--- config.mk ---
export PLATFORM = sky130hd
export DESIGN_NAME = ball_bounce_renderer
export DESIGN_NICKNAME = d
export VERILOG_FILES = /design/src/rtl/ball_bounce_renderer_pkg.sv /design/src/rtl/bounce_axis.sv /design/src/rtl/ball_bounce_renderer.sv
export SDC_FILE = /design/constraint.sdc
export NUM_CORES = 1
export LEC_CHECK = 0
export CORE_UTILIZATION = 45
export CTS_CLUSTER_DIAMETER = 30
export DETAILED_ROUTE_END_ITERATION = 16
export PLACE_DENSITY = 0.66
export SLEW_MARGIN = 10
export SYNTH_ARGS = -nofsm -noshare
export SYNTH_HDL_FRONTEND = slang
export SYNTH_HIERARCHICAL = 1
export SYNTH_SLANG_ARGS = --single-unit
--- constraint.sdc ---
create_clock -name clk -period 3 [get_ports clk]
set_input_delay 0.9 -clock clk [delete_from_list [all_inputs] [get_ports clk]]
set_output_delay 0.9 -clock clk [all_outputs]
set_load 0.005 [all_outputs]
--- src/rtl/ball_bounce_renderer_pkg.sv ---
// rtl/ball_bounce_renderer_pkg.sv - shared display constants and bounce direction encoding
`timescale 1ns/1ps

package ball_bounce_renderer_pkg;

  // Default visible area, shared with the sync generator and test pattern top
  localparam int H_DISPLAY_DEF = 256;
  localparam int V_DISPLAY_DEF = 240;

  // Per-axis travel direction
  typedef enum logic {
    DIR_INC = 1'b0,
    DIR_DEC = 1'b1
  } dir_e;

endpackage

--- src/rtl/bounce_axis.sv ---
// rtl/bounce_axis.sv - single-axis ball position and direction state machine
`timescale 1ns/1ps

module bounce_axis
  import ball_bounce_renderer_pkg::*;
#(
  parameter int MAX   = 248,
  parameter int SPEED = 1,
  parameter int INIT  = 128
) (
  input  logic       clk,
  input  logic       reset,
  input  logic       step,
  output logic [8:0] pos,
  output logic       bounce
);

  localparam logic [9:0] MAX_W   = 10'(MAX);
  localparam logic [9:0] SPEED_W = 10'(SPEED);

  dir_e       dir;
  dir_e       dir_next;
  logic [8:0] pos_next;
  logic [9:0] pos_ext;
  logic [9:0] sum;

  assign pos_ext = {1'b0, pos};
  assign sum     = pos_ext + SPEED_W;

  // Next position/direction; 10-bit sums clamp at the walls instead of wrapping
  always_comb begin
    pos_next = pos;
    dir_next = dir;
    bounce   = 1'b0;
    if (step) begin
      if (dir == DIR_INC) begin
        if (sum >= MAX_W) begin
          pos_next = MAX_W[8:0];
          dir_next = DIR_DEC;
          bounce   = 1'b1;
        end else begin
          pos_next = sum[8:0];
        end
      end else begin
        if (pos_ext <= SPEED_W) begin
          pos_next = 9'd0;
          dir_next = DIR_INC;
          bounce   = 1'b1;
        end else begin
          pos_next = pos - SPEED_W[8:0];
        end
      end
    end
  end

  // Position and direction registers
  always_ff @(posedge clk) begin
    if (!reset) begin
      pos <= 9'(INIT);
      dir <= DIR_INC;
    end else begin
      pos <= pos_next;
      dir <= dir_next;
    end
  end

endmodule

--- src/rtl/ball_bounce_renderer.sv ---
// rtl/ball_bounce_renderer.sv - bouncing ball over a grid pattern with registered video outputs
`timescale 1ns/1ps

module ball_bounce_renderer
  import ball_bounce_renderer_pkg::*;
#(
  parameter int H_DISPLAY = H_DISPLAY_DEF,
  parameter int V_DISPLAY = V_DISPLAY_DEF,
  parameter int BALL_SIZE = 8,
  parameter int SPEED     = 1,
  parameter int INIT_X    = 128,
  parameter int INIT_Y    = 120
) (
  input  logic       clk,
  input  logic       reset,
  input  logic       enable,
  input  logic       hsync,
  input  logic       vsync,
  input  logic       display_on,
  input  logic [8:0] hpos,
  input  logic [8:0] vpos,
  output logic       hsync_o,
  output logic       vsync_o,
  output logic [2:0] rgb,
  output logic       hit
);

  localparam int         MAX_X  = H_DISPLAY - BALL_SIZE;
  localparam int         MAX_Y  = V_DISPLAY - BALL_SIZE;
  localparam logic [9:0] SIZE_W = 10'(BALL_SIZE);

  logic       vsync_d;
  logic       tick;
  logic       step;
  logic [8:0] ball_x;
  logic [8:0] ball_y;
  logic       bounce_x;
  logic       bounce_y;
  logic       in_x;
  logic       in_y;
  logic [2:0] background;
  logic [2:0] pixel;

  // Frame tick on vsync rising edge; position only moves here so a frame never tears
  assign tick = vsync & ~vsync_d;
  assign step = tick & enable;

  bounce_axis #(.MAX(MAX_X), .SPEED(SPEED), .INIT(INIT_X)) u_axis_x (
    .clk    (clk),
    .reset  (reset),
    .step   (step),
    .pos    (ball_x),
    .bounce (bounce_x)
  );

  bounce_axis #(.MAX(MAX_Y), .SPEED(SPEED), .INIT(INIT_Y)) u_axis_y (
    .clk    (clk),
    .reset  (reset),
    .step   (step),
    .pos    (ball_y),
    .bounce (bounce_y)
  );

  // Ball window test and background grid colour for the current pixel
  always_comb begin
    in_x       = ({1'b0, hpos} >= {1'b0, ball_x}) && ({1'b0, hpos} < ({1'b0, ball_x} + SIZE_W));
    in_y       = ({1'b0, vpos} >= {1'b0, ball_y}) && ({1'b0, vpos} < ({1'b0, ball_y} + SIZE_W));
    background = {(hpos[2:0] == 3'd0) || (vpos[2:0] == 3'd0), vpos[4], hpos[4]};
    pixel      = 3'b000;
    if (display_on) begin
      pixel = (in_x && in_y) ? 3'b111 : background;
    end
  end

  // One-cycle video pipeline, vsync edge history and bounce pulse
  always_ff @(posedge clk) begin
    if (!reset) begin
      vsync_d <= 1'b0;
      rgb     <= 3'b000;
      hsync_o <= 1'b0;
      vsync_o <= 1'b0;
      hit     <= 1'b0;
    end else begin
      vsync_d <= vsync;
      rgb     <= pixel;
      hsync_o <= hsync;
      vsync_o <= vsync;
      hit     <= bounce_x | bounce_y;
    end
  end

endmodule

## Word level (Yosys, flattened, before mapping)

Cells that the tools add are included.

| operators by class | value |
|---|---|
| $add $sub $neg | 6 |
| order comparisons | 8 |
| multiplexer cells | 19 |
| bitwise gates (word level) | 4 |
| reductions and logical operators | 7 |

Operators with widths:

| operator | number |
|---|---|
| 9-bit two-way mux | 6 |
| 9-bit by 1-bit adder with 10-bit output (second input constant) | 2 |
| 9-bit by 4-bit adder with 10-bit output (second input constant) | 2 |
| 10-bit by 8-bit greater-or-equal comparator with 1-bit output (second input constant) | 2 |
| 9-bit by 10-bit < comparator with 1-bit output | 2 |
| 9-bit greater-or-equal comparator | 2 |
| 9-bit by 1-bit <= comparator with 1-bit output (second input constant) | 2 |
| 9-bit by 1-bit subtractor with 9-bit output (second input constant) | 2 |
| 1-bit two-way mux | 12 |
| 3-bit logical NOT | 2 |
| 1-bit logical AND | 3 |
| 3-bit two-way mux | 1 |
| 1-bit bitwise AND | 2 |
| 2-bit AND reduction | 1 |
| 1-bit logical OR | 1 |
| 1-bit NOT | 1 |
| 1-bit bitwise OR | 1 |

| storage, ports and cells | value |
|---|---|
| flip-flop bits (word level) | 26 |
| input port bits | 24 |
| output and inout port bits | 6 |
| word-level logic and storage cells | 52 |

## Logic depth before layout (Yosys ltp)

Gate-level depths: netlist (run 1).

| logic depth | value |
|---|---|
| depth in word-level cells | 6 |
| mapped depth | 9 |
| depth with buffers taken out | 9 |

## Cells and area by module

Netlist (run 1), hierarchy kept.

Modules (own cells, without submodules):

| module | instances | cells an instance | area each (sq um) | sequential area each (sq um) |
|---|---|---|---|---|
| ball_bounce_renderer | 1 | 141 | 1097.3 | 120.1 |
| bounce_axis (u_axis_y) | 1 | 128 | 949.7 | 200.2 |
| bounce_axis (u_axis_x) | 1 | 122 | 900.9 | 200.2 |

## Worst setup path before layout (run 1)

OpenSTA, ideal clock, no wires.

| path | value |
|---|---|
| path type | input to register |
| from | input vpos[1] |
| to | register rgb[0] |
| library setup time | 69 ps |
| data arrival time | 2356 ps |
| required time | 2931 ps |
| slack | 575 ps |
| stages on the path | 7 |
| buffers on the path | 0 |
| cell sequence | ha_1 -> nor2b_1 -> o211a_1 -> o211ai_1 -> a21oi_1 -> or4b_4 -> o21ai_1 |

| between the ends | value |
|---|---|
| longest elaborated chain between the ends | 4 |
| elaborated cells on any way between the ends | 5 |
| those cells by class | 2 x order compare; 1 x mux; 2 x reduce/logical |

RTL lines:

| what | line | text |
|---|---|---|
| start, declared | ball_bounce_renderer.sv:21 | `input logic [8:0] vpos,` |
| 9-bit by 10-bit < comparator with 1-bit output or 9-bit greater-or-equal comparator (tied branches) | ball_bounce_renderer.sv:67 | `in_y = ({1'b0, vpos} >= {1'b0, ball_y}) && ({1'b0, vpos} < ({1'b0, ball_y} + SIZE_W));` |
| 1-bit logical AND * | ball_bounce_renderer.sv:67 |  |
| 1-bit logical AND * | ball_bounce_renderer.sv:71 | `pixel = (in_x && in_y) ? 3'b111 : background;` |
| 3-bit two-way mux * | ball_bounce_renderer.sv:71 |  |
| end signal, assigned | ball_bounce_renderer.sv:85 | `rgb <= pixel;` |
| end, declared | ball_bounce_renderer.sv:24 | `output logic [2:0] rgb,` |

Mark *: on every way between the ends. The rest lies on a longest branch, timed or not.
A chain may end at the register's enable or synchronous reset.

## Worst setup path after layout (run 1)

| path | value |
|---|---|
| from | input vpos[1] |
| to | register rgb[2] |

| between the ends | value |
|---|---|
| longest elaborated chain between the ends | 4 |
| elaborated cells on any way between the ends | 7 |
| those cells by class | 2 x order compare; 1 x mux; 4 x reduce/logical |

RTL lines:

| what | line |
|---|---|
| 9-bit by 10-bit < comparator with 1-bit output or 9-bit greater-or-equal comparator (tied branches) | ball_bounce_renderer.sv:67 |
| 1-bit logical AND | ball_bounce_renderer.sv:67 |
| 1-bit logical AND | ball_bounce_renderer.sv:71 |
| 3-bit two-way mux * | ball_bounce_renderer.sv:71 |

Marks and branches as above.

==> results of run 1 <==
worst max path at each step:
stage                       start      to  slack, ns  depth (start not counted)
final                     vpos[1]  rgb[2]       0.30                          8
after global routing      vpos[1]  rgb[2]       0.23                          8
after CTS                 hpos[1]  rgb[1]       0.31                          8
after detailed placement  hpos[1]  rgb[1]       0.03                          8
after global placement    hpos[1]  rgb[1]       0.04                          8
after floorplan           vpos[1]  rgb[0]       0.57                          7
state kept, by name, summed over array words and instances, names as in the netlist:
| signal | count |
|---|---|
| u_axis_y/dir | 1 |
| vsync_d | 1 |
| rgb | 3 |
| hsync_o | 1 |
| u_axis_x/dir | 1 |
| u_axis_y/pos | 9 |
| u_axis_x/pos | 9 |
| hit | 1 |
worst max-delay path: cells and delay by family:
family / cells / cell delay [ns]
buf+inv: 1 / 0.45
fa+ha+maj: 1 / 0.32
simple gates: 2 / 0.66
compound gates: 4 / 0.59
cell families after synthesis:
logic type	after synthesis	synth area share
AO/OA/AOI/OAI	122	0.276
XOR/XNOR	12	0.0357
buffers and inverters	53	0.0900
adder cells (fa/ha/maj)	38	0.161
AND/OR/NAND/NOR	138	0.252
multiplexers	2	0.00849
flip-flops	26	0.177
synthesized netlist by cell type (3+ instances only):
master    instances
o21ai_0          26
o21a_1            4
clkbuf_1          3
or3_1             6
a21oi_1          32
inv_1            37
dfxtp_1          26
o22ai_1           5
buf_2             3
a21o_1            5
nor2b_1           4
a31oi_1           5
o211ai_1          5
clkbuf_8          4
nand3_2           3
o31a_1            3
ha_1             38
nand2_1          33
buf_4             4
and2_1            4
xnor2_1          11
nand4_1           6
o21ai_1           4
nand3_1          21
nor3_1           14
nand2b_1          4
nor2_1           22
layer usage:
layer,track usage,routed length (µm),up-vias
met5,0,0,-
met4,0.0282,29,0
met3,0.0268,338,7
met2,0.364,3290,96
met1,0.298,3640,1382
li1,-,-,1487
through the flow:
step | hold WS, ns | total power [mW]
3_5_place_dp | 0.544 | 0.608
2_1_floorplan | 0.494 | 0.527
6_report | 0.563 | 0.907
3_3_place_gp | 0.535 | 0.605
4_1_cts | 0.562 | 0.912
5_1_grt | 0.597 | 0.956
final cells by class:
type | instances | area (µm²)
repair buffers | 42 | 388
fillers | 637 | 2970
inverters | 37 | 139
multi-input cells | 312 | 2160
flip-flops and latches | 26 | 520
clock buffers | 3 | 41.3
clock inverters | 1 | 30.0
well taps | 77 | 96.3
report_power, final:
group          internal (mW)  total (mW)  switching [mW]
registers              0.356       0.375          0.0193
logic                  0.115       0.227           0.113
clock network          0.179       0.305           0.126
==> metrics.yaml, run 1 <==
cells_and_area:
  finish.net_count: 484
  syn_to_final_growth_pct: 14.6
  layout_commonest_cell: "ha_1"
  finish.instance_area_um2: 3380
  n_antenna_cell: 0
  postLayoutCoreUtil: 0.532
  drive_gt1_frac: 0.105
  mostFrequentLayoutCells: "38 x ha_1, 37 x inv_1, 33 x nand2_1"
  stdcell_count: 498
floorplanning:
  rows: 29
  die-height_um: 82.9
  core_um2: 6350
  ioPinCount: 30
  dieArea_um2: 6880
  start_util: 0.464
  chipWidth_um: 82.9
logic_synthesis:
  synth.yosys.warnings: 6
  synth_nets: 453
  synthTopCellsByArea: "dfxtp_1 18%, ha_1 16%, a21oi_1 5.4%"
  netlist_area_um2: 2950
  netlist_instances: 391
  yosysTopAreaCellShare: 0.177
  avgSynthCellArea_um2: 7.54
  synth_edf_count: 0
  yosys.area.top_type: "dfxtp_1"
  ys_async_sr_fraction: 0
  ys.flop_type: "dfxtp_1"
  yosys_register_bits: 26
  synth.distinct_cells: 75
  seq_area_frac_synth: 0.177
timing:
  finalMaxSlewViolations: 0
  final.setup.tns_ns: 0
  slew_headroom: 0.607
  worstMarginPinSlew_ns: 0.589
  hold_viol: 0
  max_freq_mhz: 370
  setup_ws_ns: 0.301
  rsz0062_at_grt: "no"
  setup_viol: 0
  fin_skew_ns: 0.00762
  period_minus_slack_ns: 2.70
  post-route-period-util: 0.900
drt:
  num_vias: 2972
  ant_nets: 0
  routed_via_density: 5.97
  drtIter0Drc: 280
  drc: 0
  drt-wirelength-per-cell_um: 14.7
  drt-total-wl_mm: 7.31
  detailedRoute.firstPassIterationCount: 5
clocking:
  clk_pin_slew_worst_paths_ns: 0.10
  cts_tree: "yes"
  clockRootBuffer: "clkbuf_8"
  clockBufferDepth: 2
  numClockSinks: 26
  ctsResizeCount: 0
  cts_setup_buffers: 0
  cts-buffers-inserted: 3
  ctsHoldBuffers: 0
  clk_latency_ns: 0.28
  cts_max_level: 1
power_and_ir_drop:
  powerDensity_nw_per_um2: 268
  p_leak_nw: 1.32
  ir_worst_vdd_uv: 240
worst_hold_path:
  hold_path_end: "u_axis_x/pos[8]"
  hold_path.startpoint: "u_axis_x/pos[8]"
  hold-path-cell-count: 2
  worstHoldPathType: "register to register"
run_status:
  status: "completed"
placed_design:
  dpl.hpwl_mm: 5.55
  globalplace.congestion: 0.914
  dp.cells: 494
  post_dp_cell_area_um2: 3310
  place_ws_ns: 0.0264
  port-buffer-count: 29
critical_path:
  rr_startpoint: "u_axis_y/pos[6]"
  r2r_slack_ns: 0.43
  path_max_fanout: 3
  cp_data_arrival_time_ns: 2.91
  r2r_cells: 9
  end_kind: "register"
  criticalPathCategory: "input pin to register"
  cp_slowest_cell: "or4b_4"
  path_cells: "clkdlybuf4s50_1 -> ha_1 -> nor2b_1 -> o211a_1 -> o211ai_1 -> a21oi_1 -> or4b_4 -> o21ai_1"
  start_kind: "input pin"
  cpPeakStageDelay_ns: 0.53
  cp.required_ns: 3.21
  reg2reg_to: "rgb[2]"
global_routing:
  grt_max_degree: 25
  antenna_found_initial: 0
  grt_pass1_vias: 2722
  grt_pass1_wl_mm: 12.5
  globalRoute.totalOverflow: 0
  grt_use_total: 0.215
job:
  max_cap_violations: 0
Power figures use the tool's default switching activity.
==> run 2, diff against run 1 <==
--- a/config.mk
+++ b/config.mk
@@ -8,6 +8,7 @@
 export CORE_UTILIZATION = 45
 export CTS_CLUSTER_DIAMETER = 30
 export DETAILED_ROUTE_END_ITERATION = 16
+export GPL_TIMING_DRIVEN = 0
 export PLACE_DENSITY = 0.66
 export SLEW_MARGIN = 10
 export SYNTH_ARGS = -nofsm -noshare
==> metrics.yaml, run 2 (synthesis results as in run 1) <==
timing:
  max_freq_mhz: 365  # -1.5%
  period_minus_slack_ns: 2.74  # +0.0404 ns
  finalMaxSlewViolations: 0  # unchanged
  worstMarginPinSlew_ns: 0.575  # -0.0140 ns
  final.setup.tns_ns: 0  # unchanged
  setup_ws_ns: 0.260  # -0.0404 ns
  setup_viol: 0  # unchanged
  rsz0062_at_grt: "no"
  post-route-period-util: 0.913  # +0.0135
  hold_viol: 0  # unchanged
  slew_headroom: 0.615  # +0.00793
  fin_skew_ns: 0.00749  # -0.000139 ns
placed_design:
  globalplace.congestion: 0.923  # +1.0%
  dp.cells: 497  # +0.61%
  dpl.hpwl_mm: 5.50  # -0.98%
  port-buffer-count: 29  # unchanged
  place_ws_ns: -0.0276  # -0.0541 ns
cells_and_area:
  fillers: 619  # -2.8%
  finish.net_count: 487  # +0.62%
  drive_gt1_frac: 0.0991  # -0.00546
  layout_commonest_cell: "ha_1"
  seq_area_um2: 520  # unchanged
  postLayoutCoreUtil: 0.536  # +0.00414
  reg.largest.list: "u_axis_x/pos: 9 flops, u_axis_y/pos: 9 flops, rgb: 3 flops"
  stdcell_count: 501  # +0.60%
  mostFrequentLayoutCells: "38 x ha_1, 37 x inv_1, 33 x nand2_1"
  multi_input_comb_area_um2: 2160  # -0.12%
  n_antenna_cell: 0  # unchanged
  syn_to_final_growth_pct: 15.5
critical_path:
  path_cells: "clkdlybuf4s50_1 -> ha_1 -> nor2b_1 -> o211a_1 -> o211ai_1 -> a21oi_1 -> or4b_4 -> o21ai_1"
  cp_top_family: "simple AND/OR/NAND/NOR gates"
  start_kind: "input pin"
  cpPeakStageDelay_ns: 0.53  # about the same
  end_kind: "register"
  cp_slowest_cell: "or4b_4"
  cp_data_arrival_time_ns: 2.96  # +0.05 ns
  path_buf_inv: 1  # unchanged
  criticalPathCategory: "input pin to register"
  path_max_fanout: 3  # unchanged
  cp.required_ns: 3.22  # about the same
floorplanning:
  start_util: 0.464  # unchanged
  die-height_um: 82.9  # unchanged
  chipWidth_um: 82.9  # unchanged
  rows: 29  # unchanged
  dieArea_um2: 6880  # unchanged
  core_um2: 6350  # unchanged
  ioPinCount: 30  # unchanged
run_status:
  status: "completed"
clocking:
  clk_latency_ns: 0.28  # about the same
  cts_max_level: 1  # unchanged
  cts_tree: "yes"
  ctsHoldBuffers: 0  # unchanged
  clk_pin_slew_worst_paths_ns: 0.11  # about the same
  clockBufferDepth: 2  # unchanged
  cts-buffers-inserted: 3  # unchanged
  ctsResizeCount: 0  # unchanged
  cts_setup_buffers: 0  # unchanged
  numClockSinks: 26  # unchanged
  clockRootBuffer: "clkbuf_8"
drt:
  detailedRoute.firstPassIterationCount: 5  # unchanged
  num_vias: 2878  # -3.2%
  ant_nets: 0  # unchanged
  drc: 0  # unchanged
  drt-wirelength-per-cell_um: 14.5  # -0.93%
  drtIter0Drc: 256  # -8.6%
  routed_via_density: 5.74  # -3.7%
  drt-total-wl_mm: 7.28  # -0.33%
power_and_ir_drop:
  powerDensity_nw_per_um2: 269  # about the same
  p_leak_nw: 1.34  # +1.1%
  ir_worst_vdd_uv: 157  # -35%
global_routing:
  grt_pass1_vias: 2660  # -2.3%
  antenna_found_initial: 0  # unchanged
  grt_max_degree: 16  # -36%
  grt_pass1_wl_mm: 12.6  # +0.34%
  grt_use_total: 0.217  # +0.00238
  globalRoute.totalOverflow: 0  # unchanged
worst_hold_path:
  worstHoldPathType: "register to register"
job:
  max_cap_violations: 0  # unchanged
run 2: cell types whose count changed in the layout (fill, tap and decap cells not counted), sizes merged:
| cell | before | now |
|---|---|---|
| clkbuf | 3 | 10 |
| buf | 13 | 9 |
run 2: power breakdown:
| group | total [mW] | internal (mW) | leakage, nW | switching (mW) |
|---|---|---|---|---|
| registers | 0.373 | 0.356 | 0.212 | 0.0176 |
| clock network | 0.311 | 0.179 | 0.0357 | 0.132 |
| logic | 0.231 | 0.116 | 1.09 | 0.115 |
run 2: worst min-delay path, cell delays in order, from the launching register on:
cell,delay [ns]
dfxtp_1,0.40
nand2_1,0.09
a21oi_1,0.05
run 2: area by class of cell:
cell class / instances / share of cell area
Sequential cell: 26 / 0.153
Buffer: 16 / 0.0371
Multi-Input combinational cell: 312 / 0.635
Clock inverter: 1 / 0.00882
Timing Repair Buffer: 29 / 0.0852
Clock buffer: 3 / 0.0121
Inverter: 37 / 0.0408
Tap cell: 77 / 0.0283
run 2: worst paths after layout:
| path | start | to | slack, ns | cells past startpoint |
|---|---|---|---|---|
| setup / recovery | vpos[1] | rgb[1] | 0.26 | 8 |
| hold / removal | u_axis_x/pos[8] | u_axis_x/pos[8] | 0.57 | 2 |
| setup reg to reg | u_axis_x/pos[0] | hit | 0.47 | 7 |
| hold reg to reg | u_axis_x/pos[8] | u_axis_x/pos[8] | 0.57 | 2 |
run 2: layer usage:
metal / vias up / GRT usage / wire, µm / part of all wire
li1: 1493 / - / - / -
met1: 1293 / 0.304 / 3660 / 0.50
met2: 86 / 0.359 / 3260 / 0.45
met3: 6 / 0.0189 / 289 / 0.040
met4: 0 / 0.0549 / 67 / 0.0092
met5: - / 0 / 0 / 0
run 2: metrics by stage:
stage / power (mW) / cell area [µm²] / hold slack [ns]
6_report: 0.915 / 3410 / 0.573
5_1_grt: 0.970 / 3410 / 0.615
4_1_cts: 0.922 / 3410 / 0.567
3_5_place_dp: 0.611 / 3330 / 0.551
3_3_place_gp: 0.607 / 3330 / 0.551
2_1_floorplan: 0.527 / 2950 / 0.494
==> edit, RTL diff (config.mk and constraints of run 1) <==
Make the reset (`reset`) asynchronous in 2 clocked blocks.
--- a/src/rtl/bounce_axis.sv
+++ b/src/rtl/bounce_axis.sv
@@ -54,7 +54,7 @@
   end
 
   // Position and direction registers
-  always_ff @(posedge clk) begin
+  always_ff @(posedge clk or negedge reset) begin
     if (!reset) begin
       pos <= 9'(INIT);
       dir <= DIR_INC;
--- a/src/rtl/ball_bounce_renderer.sv
+++ b/src/rtl/ball_bounce_renderer.sv
@@ -73,7 +73,7 @@
   end
 
   // One-cycle video pipeline, vsync edge history and bounce pulse
-  always_ff @(posedge clk) begin
+  always_ff @(posedge clk or negedge reset) begin
     if (!reset) begin
       vsync_d <= 1'b0;
       rgb     <= 3'b000;
Check against the original RTL: differs if reset is asserted again (counterexample within 4 cycles, from zero or initial values and one cycle with reset low); with reset held inactive, the same outputs for 10 cycles.
==> edit against run 1 <==
Sequential cell count is the same; register-to-register slack gained 0.02 ns; largest cell class unchanged; via count increased by 0.17%; synthesized area increased by 5.9%; non-clock buffer count stayed put; global-route usage increased by 1.2 points; critical path type unchanged; worst setup slack better by 0.070 ns; fmax up 2.7%; design area grew 4.3%; final cell count decreased by 3.0%; wire length is 6.7% higher.
Power is not compared: it rests on default switching activity, and its combinational part moved more than twofold at a synthesized area within 25%.
==> edit: results (changes against run 1) <==
- GR Util met3: 3.99% (was 2.68%)
- Number of DRC markers in iteration 0: 191 (was 280)
- N_diodes: 0 (unchanged)
- Outcome: complete, no violations (unchanged)
- Mapped Cells: 383 (was 391)
- CP delay by family, top: compound AO/OA/AOI/OAI gates (was simple AND/OR/NAND/NOR gates)
- Ratio of cells with drive above 1 in the final layout: 12.1% (was 10.5%)
- DR pass1 iterations: 5 (unchanged)
- Layout Cells excl Fill: 483 (was 498)
- Vias in the first global route: 2764 (was 2722)
- Worst hold-check path type: flop to flop (unchanged)
- WL met3: 451 um (was 338 um)
- Non-clock buffer share: 11.4% (was 11.5%)
- Clk root buf: clkbuf_8 (unchanged)
- CTS resizes: 0 (unchanged)
- Hold violation count in the final report: 0 (unchanged)
- M1 wire length: 3630 um (was 3640 um)
- Worst Skew: 0.0110 ns (was 0.00762 ns)
- Fill count: 633 (was 637)
- Final Util: 53.9% (was 53.2%)
- Crit path max-delay cell type: clkdlybuf4s50_1 (was or4b_4)
- Yosys reg bits: 26 (unchanged)
- Non-clk invs: 28 (was 37)
- Synth unique cells: 72 (was 75)
- Later-pin clock latency in the skew report: 0.27 ns
- Syn_nets: 445 (was 453)
- Post-synth top cells: ha_1, nand2_1, o21ai_0 (was ha_1, inv_1, nand2_1)
- Vias: 2977 (was 2972)
- Slew margin rel.: 63.3% (was 60.7%)
- Storage element area: 657 um^2 (was 520 um^2)
- WL met2: 3590 um (was 3290 um)
- Routed WL per cell: 16.1 um (was 14.7 um)
- Max VDD drop: 0.000279 V
- Fraction of registers with async set/reset: 100% (was 0%)
- Largest cells by area after synthesis: dfrtp_1, ha_1, o21ai_0 (was dfxtp_1, ha_1, a21oi_1)
- GR Util met1: 32.4% (was 29.8%)
- DP Area: 3470 um^2 (was 3310 um^2)
- Post-detail-place hpwl: 5760 um (was 5550 um)
- Comb_multi_in: 306 (was 312)
- Die width: 85.3 um (was 82.9 um)
- Pre-CTS setup slack: 0.0827 ns (was 0.0264 ns)
- Post-CTS setup buffer count: 0 (unchanged)
- Met2 Use GR: 35.3% (was 36.4%)
- EDFF count, synth: 0 (unchanged)
- CP max stage delay: 0.51 ns (was 0.53 ns)
- Largest net degree at the start of global routing: 45 (was 25)
- Routability Congestion: 0.868 (was 0.914)
- Clock-cell share of area: 1.56% (was 2.11%)
- CTS max path bufs: 2 (unchanged)
- Leading register cell type out of synthesis: dfrtp_1 (was dfxtp_1)
- Register area share after synthesis: 21.0% (was 17.7%)
- Worst-path clk slew: 0.10 ns (about the same)
- Nets: 469 (was 484)
- First-pass GRT wire length: 13300 um (was 12500 um)
- Multi-input combinational area share: 62.7% (was 64.1%)
- Total GRT Usage: 22.6% (was 21.5%)
- CTS buffer count: 3 (unchanged)
- CTS H-tree depth: 1 (unchanged)
- Clock buffers: 4 (was 3)
==> edit: cell types whose count changed in the layout (fill, tap and decap cells not counted), moves of 4 or more <==
cell,before,now
o211ai_1,5,11
and3_1,1,5
a21oi_1,32,14
dfstp_2,0,5
a31oi_1,5,1
dfrtp_1,0,21
nor2_1,21,17
o31ai_1,2,7
dfxtp_1,26,0
inv_1,37,28
==> edit: worst paths after layout <==
| check | cells past startpoint | start | slack, ns | endpoint |
|---|---|---|---|---|
| max | 8 | vpos[0] | 0.37 | rgb[2] |
| min | 2 | u_axis_y/pos[6] | 0.63 | u_axis_y/pos[6] |
| max reg2reg | 8 | u_axis_y/pos[5] | 0.45 | rgb[2] |
| min reg2reg | 2 | u_axis_y/pos[6] | 0.63 | u_axis_y/pos[6] |
| max in group asynchronous | 2 | reset | 1.69 | u_axis_y/pos[4] |
| min in group asynchronous | 2 | reset | 0.99 | u_axis_x/pos[8] |
==> edit: kinds of logic after synthesis <==
kind of cell               after synthesis  synth area share (%)
AOI/OAI and AO/OA                      112                  25.4
adders and majority gates               38                  15.2
xor gates and xnor gates                13                  3.65
buffers and inverters                   51                  8.26
muxes                                    4                  1.56
and+or+nand+nor                        139                  24.9
DFF                                     26                  21.0
==> edit: where the power goes <==
part	leakage (nW)	switching, mW	internal, mW
clock	0.0288	0.115	0.117
combinational	1.07	0.541	0.419
sequential	0.314	0.0867	0.414
total	1.42	0.743	0.951
==> edit: worst reg2reg max path, cell delays in order, from the launching register on <==
cell and delay [ns]:
dfstp_2 0.74, nand3_2 0.16, nor3_1 0.20, xnor2_1 0.15, ha_1 0.26, o21ai_2 0.07, o22ai_1 0.10, or4_4 0.55
o31ai_1 0.24
